--- config.mk ---
export PLATFORM = sky130hd
export DESIGN_NAME = vga_capture
export DESIGN_NICKNAME = d
export VERILOG_FILES = /design/src/rtl/vga_capture.sv
export SDC_FILE = /design/constraint.sdc
export NUM_CORES = 1
export LEC_CHECK = 0
export ABC_AREA = 1
export BUFFER_PORTS_ARGS = -buffer_cell sky130_fd_sc_hd__buf_4
export CAP_MARGIN = 20
export CORE_MARGIN = 3
export CORE_UTILIZATION = 45
export CTS_BUF_LIST = sky130_fd_sc_hd__clkbuf_2 sky130_fd_sc_hd__clkbuf_4 sky130_fd_sc_hd__clkbuf_8
export CTS_CLUSTER_SIZE = 14
export DETAILED_ROUTE_END_ITERATION = 16
export MAX_ROUTING_LAYER = met4
export PLACE_DENSITY = 0.65
export SLEW_MARGIN = 10
export SYNTH_ARGS = -nofsm -noshare
export SYNTH_HDL_FRONTEND = slang
export SYNTH_SLANG_ARGS = --single-unit
--- constraint.sdc ---
create_clock -name clk -period 3.3 [get_ports clk]
set_input_delay 0.66 -clock clk [delete_from_list [all_inputs] [get_ports clk]]
set_output_delay 0.66 -clock clk [all_outputs]
set_load 0.02 [all_outputs]
--- src/rtl/vga_capture.sv ---
// vga_capture: recovers row/col coordinates from a sampled 640x480@60 VGA
// stream (hs/vs/RGB) and emits one pixel-RAM write per active pixel once the
// sync timing of a whole frame has been verified.
//
// Write interface: push-only, no back-pressure. When we=1 for one clk,
// wr_row/wr_col/wr_data carry a valid pixel that the RAM must accept that
// cycle. When we=0, wr_* hold their last value and carry no meaning.
module vga_capture #(
  parameter int H_TOTAL  = 800,
  parameter int H_BP     = 48,
  parameter int H_ACTIVE = 640,
  parameter int V_TOTAL  = 525,
  parameter int V_BP     = 33,
  parameter int V_ACTIVE = 480
) (
  input  logic        clk,
  input  logic        rst,
  input  logic        hs_in,
  input  logic        vs_in,
  input  logic [11:0] rgb_in,
  output logic        we,
  output logic [9:0]  wr_row,
  output logic [9:0]  wr_col,
  output logic [11:0] wr_data,
  output logic        locked,
  output logic        frame_done,
  output logic        err
);

  // Timeout counter is sized to hold 2*H_TOTAL without wrapping.
  localparam int TW = $clog2(2 * H_TOTAL + 1);

  localparam logic [9:0]    H_LAST   = 10'(H_TOTAL - 1);
  localparam logic [9:0]    V_LAST   = 10'(V_TOTAL - 1);
  localparam logic [9:0]    H_BP_C   = 10'(H_BP);
  localparam logic [9:0]    V_BP_C   = 10'(V_BP);
  localparam logic [9:0]    H_ACT_C  = 10'(H_ACTIVE);
  localparam logic [9:0]    V_ACT_C  = 10'(V_ACTIVE);
  localparam logic [9:0]    ROW_LAST = 10'(V_ACTIVE - 1);
  localparam logic [9:0]    COL_LAST = 10'(H_ACTIVE - 1);
  // Timeout fires on the sample 2*H_TOTAL-1 after the last hs rise, so err
  // is registered exactly 2*H_TOTAL clocks after the edge that captured it.
  localparam logic [TW-1:0] T_LIMIT  = TW'(2 * H_TOTAL - 1);

  typedef enum logic [1:0] {
    SEEK   = 2'd0,
    CHECK  = 2'd1,
    LOCKED = 2'd2
  } state_t;

  state_t state;

  // S1 input stage plus one-cycle delayed copies for edge detection.
  logic        hs_s1;
  logic        vs_s1;
  logic        hs_d;
  logic        vs_d;
  logic [11:0] rgb_s1;

  // *_cnt hold the count of the previous S1 sample; *_cur is the count that
  // belongs to the sample currently sitting in S1.
  logic [9:0]    h_cnt;
  logic [9:0]    v_cnt;
  logic [TW-1:0] t_cnt;
  logic [9:0]    h_cur;
  logic [9:0]    v_cur;
  logic [TW-1:0] t_cur;

  logic       hs_rise;
  logic       vs_rise;
  logic [9:0] col;
  logic [9:0] row;
  logic       pix_active;
  logic       line_bad;
  logic       frame_bad;
  logic       timeout;
  logic       fail;
  logic       wr_go;

  // Register the raw stream once. Syncs reset to their idle-high level so a
  // reset released mid-stream never shows up as a false hs/vs rise.
  always_ff @(posedge clk or posedge rst) begin
    if (rst) begin
      hs_s1  <= 1'b1;
      vs_s1  <= 1'b1;
      hs_d   <= 1'b1;
      vs_d   <= 1'b1;
      rgb_s1 <= '0;
    end else begin
      hs_s1  <= hs_in;
      vs_s1  <= vs_in;
      hs_d   <= hs_s1;
      vs_d   <= vs_s1;
      rgb_s1 <= rgb_in;
    end
  end

  // Edge detection, per-sample counts, active-window test and timing checks.
  always_comb begin
    hs_rise = hs_s1 & ~hs_d;
    vs_rise = vs_s1 & ~vs_d;

    h_cur = h_cnt;
    if (hs_rise) begin
      h_cur = '0;
    end else if (h_cnt != 10'h3ff) begin
      h_cur = h_cnt + 10'd1;
    end

    // A vs rise wins over a coincident hs rise: the count clears, no increment.
    v_cur = v_cnt;
    if (vs_rise) begin
      v_cur = '0;
    end else if (hs_rise && (v_cnt != 10'h3ff)) begin
      v_cur = v_cnt + 10'd1;
    end

    t_cur = t_cnt;
    if (hs_rise) begin
      t_cur = '0;
    end else if (t_cnt != {TW{1'b1}}) begin
      t_cur = t_cnt + 1'b1;
    end

    // Unsigned 10-bit subtraction: samples before the porch wrap to large
    // values and fall outside the window with a single compare.
    col        = h_cur - H_BP_C;
    row        = v_cur - V_BP_C;
    pix_active = (col < H_ACT_C) && (row < V_ACT_C);

    // h_cnt/v_cnt still hold the last count before the rise here.
    line_bad  = hs_rise && (h_cnt != H_LAST);
    frame_bad = vs_rise && (v_cnt != V_LAST);
    timeout   = (t_cur >= T_LIMIT);
    fail      = (state != SEEK) && (line_bad || frame_bad || timeout);

    wr_go = (state == LOCKED) && pix_active && !fail;
  end

  // Counters advance once per S1 sample.
  always_ff @(posedge clk or posedge rst) begin
    if (rst) begin
      h_cnt <= '0;
      v_cnt <= '0;
      t_cnt <= '0;
    end else begin
      h_cnt <= h_cur;
      v_cnt <= v_cur;
      t_cnt <= t_cur;
    end
  end

  // Lock FSM: SEEK waits for a frame start, CHECK qualifies one full frame,
  // LOCKED keeps checking and drops back to SEEK on the first mismatch.
  always_ff @(posedge clk or posedge rst) begin
    if (rst) begin
      state  <= SEEK;
      locked <= 1'b0;
      err    <= 1'b0;
    end else begin
      err <= 1'b0;
      case (state)
        SEEK: begin
          if (vs_rise) begin
            state <= CHECK;
          end
        end
        CHECK: begin
          if (fail) begin
            err   <= 1'b1;
            state <= SEEK;
          end else if (vs_rise) begin
            state  <= LOCKED;
            locked <= 1'b1;
          end
        end
        LOCKED: begin
          if (fail) begin
            err    <= 1'b1;
            locked <= 1'b0;
            state  <= SEEK;
          end
        end
        default: begin
          state  <= SEEK;
          locked <= 1'b0;
        end
      endcase
    end
  end

  // Write stage: one strobe per active pixel while locked; address/data hold
  // between strobes. frame_done follows the write of the last pixel by 1 clk.
  always_ff @(posedge clk or posedge rst) begin
    if (rst) begin
      we         <= 1'b0;
      wr_row     <= '0;
      wr_col     <= '0;
      wr_data    <= '0;
      frame_done <= 1'b0;
    end else begin
      we         <= wr_go;
      frame_done <= we && (wr_row == ROW_LAST) && (wr_col == COL_LAST);
      if (wr_go) begin
        wr_row  <= row;
        wr_col  <= col;
        wr_data <= rgb_s1;
      end
    end
  end

endmodule
==> out/metrics.csv <==
metric;value;unit
number of iterations in the first detailed-routing pass;4;
max-slew violations;0;
Cell Rows;35;
sequential share of the synthesized area;48.2;%
Yosys top cell by area;dfrtp_1;
Crit Path Max Fanout;32;
Min-Delay Endpoint;vs_d;
Reg2Reg Setup Slack;0.38;ns
ys flop type;dfrtp_1;
Critical Path RT;3.55;ns
vias in the first global route;3618;
Area Growth Syn to Fin;16.2;%
Total Routing Usage GR;18.4;%
Syn Inst Count;552;
status;finished, final reports clean;
max cap viols;0;
synth unique cells;38;
Routed WL;9190;um
first-pass GRT wire length;16400;um
CTS buffer count;9;
FFs w/ async S/R, synth;100;%
CP Class;register to register;
# IOs;52;
CTS tree;done;
Critical Path AT;3.17;ns
clock skew;0.0124;ns
Finished Cell Area;5140;um2
worst skew pair latency;0.36;ns
hold_sp;vs_s1;
Residual DRC;0;
vias;3607;
die footprint;11000;um2
RePlAce Congestion;0.849;
largest net degree at the start of global routing;86;
IO buf count;51;
leakage;2.82;nW
total chip power;2.38;mW
maximum operating frequency;342;MHz
final hold viol count;0;
Post-DP Area;4930;um2
Vias/cell;4.87;
initial DRC count;156;
R2R cell count;16;
Final min period;2.92;ns
WL per Instance;12.4;um
#FFs+latches synth;85;
Mapped Avg Cell Area;8.01;um2
share of cells above drive strength 1;19.6;%
Die Wd;105;um
final antenna-violating net count;0;
Slew @ Worst Pin;0.453;ns
number of synthesized flops with an enable pin;0;
RR Endpoint;wr_col[4];
Final Cycle Share;88.6;%
Slew HR;69.8;%
count leader, synth;nand2_1;
RSZ-0062 raised after global routing;no;
clock slew at reported path FFs;0.09;ns
Hold/Removal Path Class;register to register;
gr ovfl total;0;
syn_nets;576;
CTS HTree Levels;3;
YS warnings;0;
Worst Setup End Kind;register;
Die H;105;um
Mapped Area;4420;um2
HPWL after DPL;6470;um
share of the synthesized area in the top cell type;45.9;%
Starting Density;47.2;%
commonest cells in the netlist;173 x nand2_1, 81 x dfrtp_1, 72 x inv_1;
Final #Nets;631;
Antenna Diode Count;0;
final setup violation count;0;
crit path launch type;register;
Root Driver;clkbuf_8;
Total Neg Setup Slack;0;ns
clock buffer depth;2;
initial antenna violation count;0;
clock sinks;85;
synth top area cells;dfrtp_1 46%, nand2_1 15%, nand3_1 7.8%, inv_1 6.1%, nor2_1 2.9%;
PwrDens;463;nW/um2
peak supply drop;0.243;mV
Post-CTS Hold Buffers;0;
Post-CTS Setup Inserts;0;
Core Region;9370;um2
Critical R2R Launch;t_cnt[0];
Worst Hold Depth;0;
[final cells by class]
| class | count | area (um2) |
|---|---|---|
| timing repair buffer | 56 | 433 |
| fill | 897 | 4230 |
| sequential | 85 | 2130 |
| tap | 129 | 161 |
| inverter | 78 | 294 |
| multi-input combinational | 377 | 1910 |
| clock buffer | 9 | 124 |
| clock inverter | 7 | 81.3 |
[metal layers]
| metal | share of wire, % | track usage, % | vias to the layer above |
|---|---|---|---|
| met3 | 3.0 | 3.15 | 16 |
| met4 | 1.5 | 6.28 | 0 |
| met1 | 47 | 23.6 | 1695 |
| li1 | - | - | 1838 |
| met5 | 0 | - | - |
| met2 | 49 | 29.7 | 58 |
[state kept, by name, summed over array words and instances (netlist names), 2 cells and up]
register	cells
rgb_s1	12
wr_data	12
t_cnt	11
h_cnt	10
v_cnt	10
wr_col	10
wr_row	10
state	2
[repair_timing]
item,CTS,global route
endpoints found under the hold margin,0,0
endpoints found under the setup margin,0,33
resized for setup,0,1
[critical path, stage by stage, from the launching register on]
cell and delay (ns):
dfrtp_1 0.46, ha_1 0.22, nand2_1 0.10, nor2_2 0.19, nand3_2 0.27, inv_1 0.20, nand2_1 0.07, nand3_1 0.10
nor2_1 0.06, nand3_1 0.07, nand3_1 0.13, nand2_2 0.12, nand2_2 0.10, nor2_8 0.23, nand2_4 0.28, nand2_1 0.15
nand2_1 0.05
[report_power, final]
part / switching [mW] / total [mW] / internal, mW
sequential: 0.0562 / 1.17 / 1.11
clock: 0.405 / 0.767 / 0.362
combinational: 0.274 / 0.438 / 0.164
[metrics by stage]
step           utilization, %  cells  setup slack (ns)  hold slack, ns
6_report                 54.8    741             0.376           0.368
5_1_grt                  54.8    741            0.0617           0.379
4_1_cts                  54.8    741             0.207           0.371
3_5_place_dp             52.6    725             0.232           0.357
3_3_place_gp             52.6    725             0.389           0.355
2_1_floorplan               -    552             0.453           0.354
[worst max-delay path by stage]
| stage | from | end | slack (ns) | depth (start not counted) |
|---|---|---|---|---|
| after floorplan | rst | err | 0.45 | 1 |
| after global placement | t_cnt[0] | wr_data[11] | 0.39 | 16 |
| after detailed placement | t_cnt[0] | wr_col[5] | 0.23 | 16 |
| after CTS | t_cnt[0] | wr_col[5] | 0.21 | 16 |
| after global routing | t_cnt[0] | wr_row[5] | 0.06 | 16 |
| final | t_cnt[0] | wr_col[4] | 0.38 | 16 |
[placed cells by master, fill, tap and decap left out, drive strengths merged]
cell type | synthesis | routed
a221oi | 1 | 1
nand4 | 13 | 13
or2 | 2 | 2
dfstp | 4 | 4
nand3b | 5 | 5
clkinv | 0 | 4
inv | 78 | 80
nor2 | 41 | 41
xor2 | 5 | 5
and2 | 1 | 1
xnor2 | 5 | 5
nor3 | 5 | 5
a31oi | 1 | 1
o21ai | 10 | 10
o21bai | 2 | 2
clkbuf | 2 | 9
nand3 | 74 | 74
ha | 8 | 8
nand2 | 192 | 192
bufinv | 0 | 1
dfrtp | 81 | 81
a21oi | 11 | 11
buf | 10 | 56
nor4 | 1 | 1
[cells by family after synthesis]
group / after synthesis / share of synthesized area [%]
AND/OR/NAND/NOR: 334 / 35.8
buffers and inverters: 90 / 8.60
flip-flops: 85 / 48.2
AO/OA/AOI/OAI: 25 / 3.14
XOR/XNOR: 10 / 1.98
adder cells (fa/ha/maj): 8 / 2.26
Power figures use the tool's default switching activity.
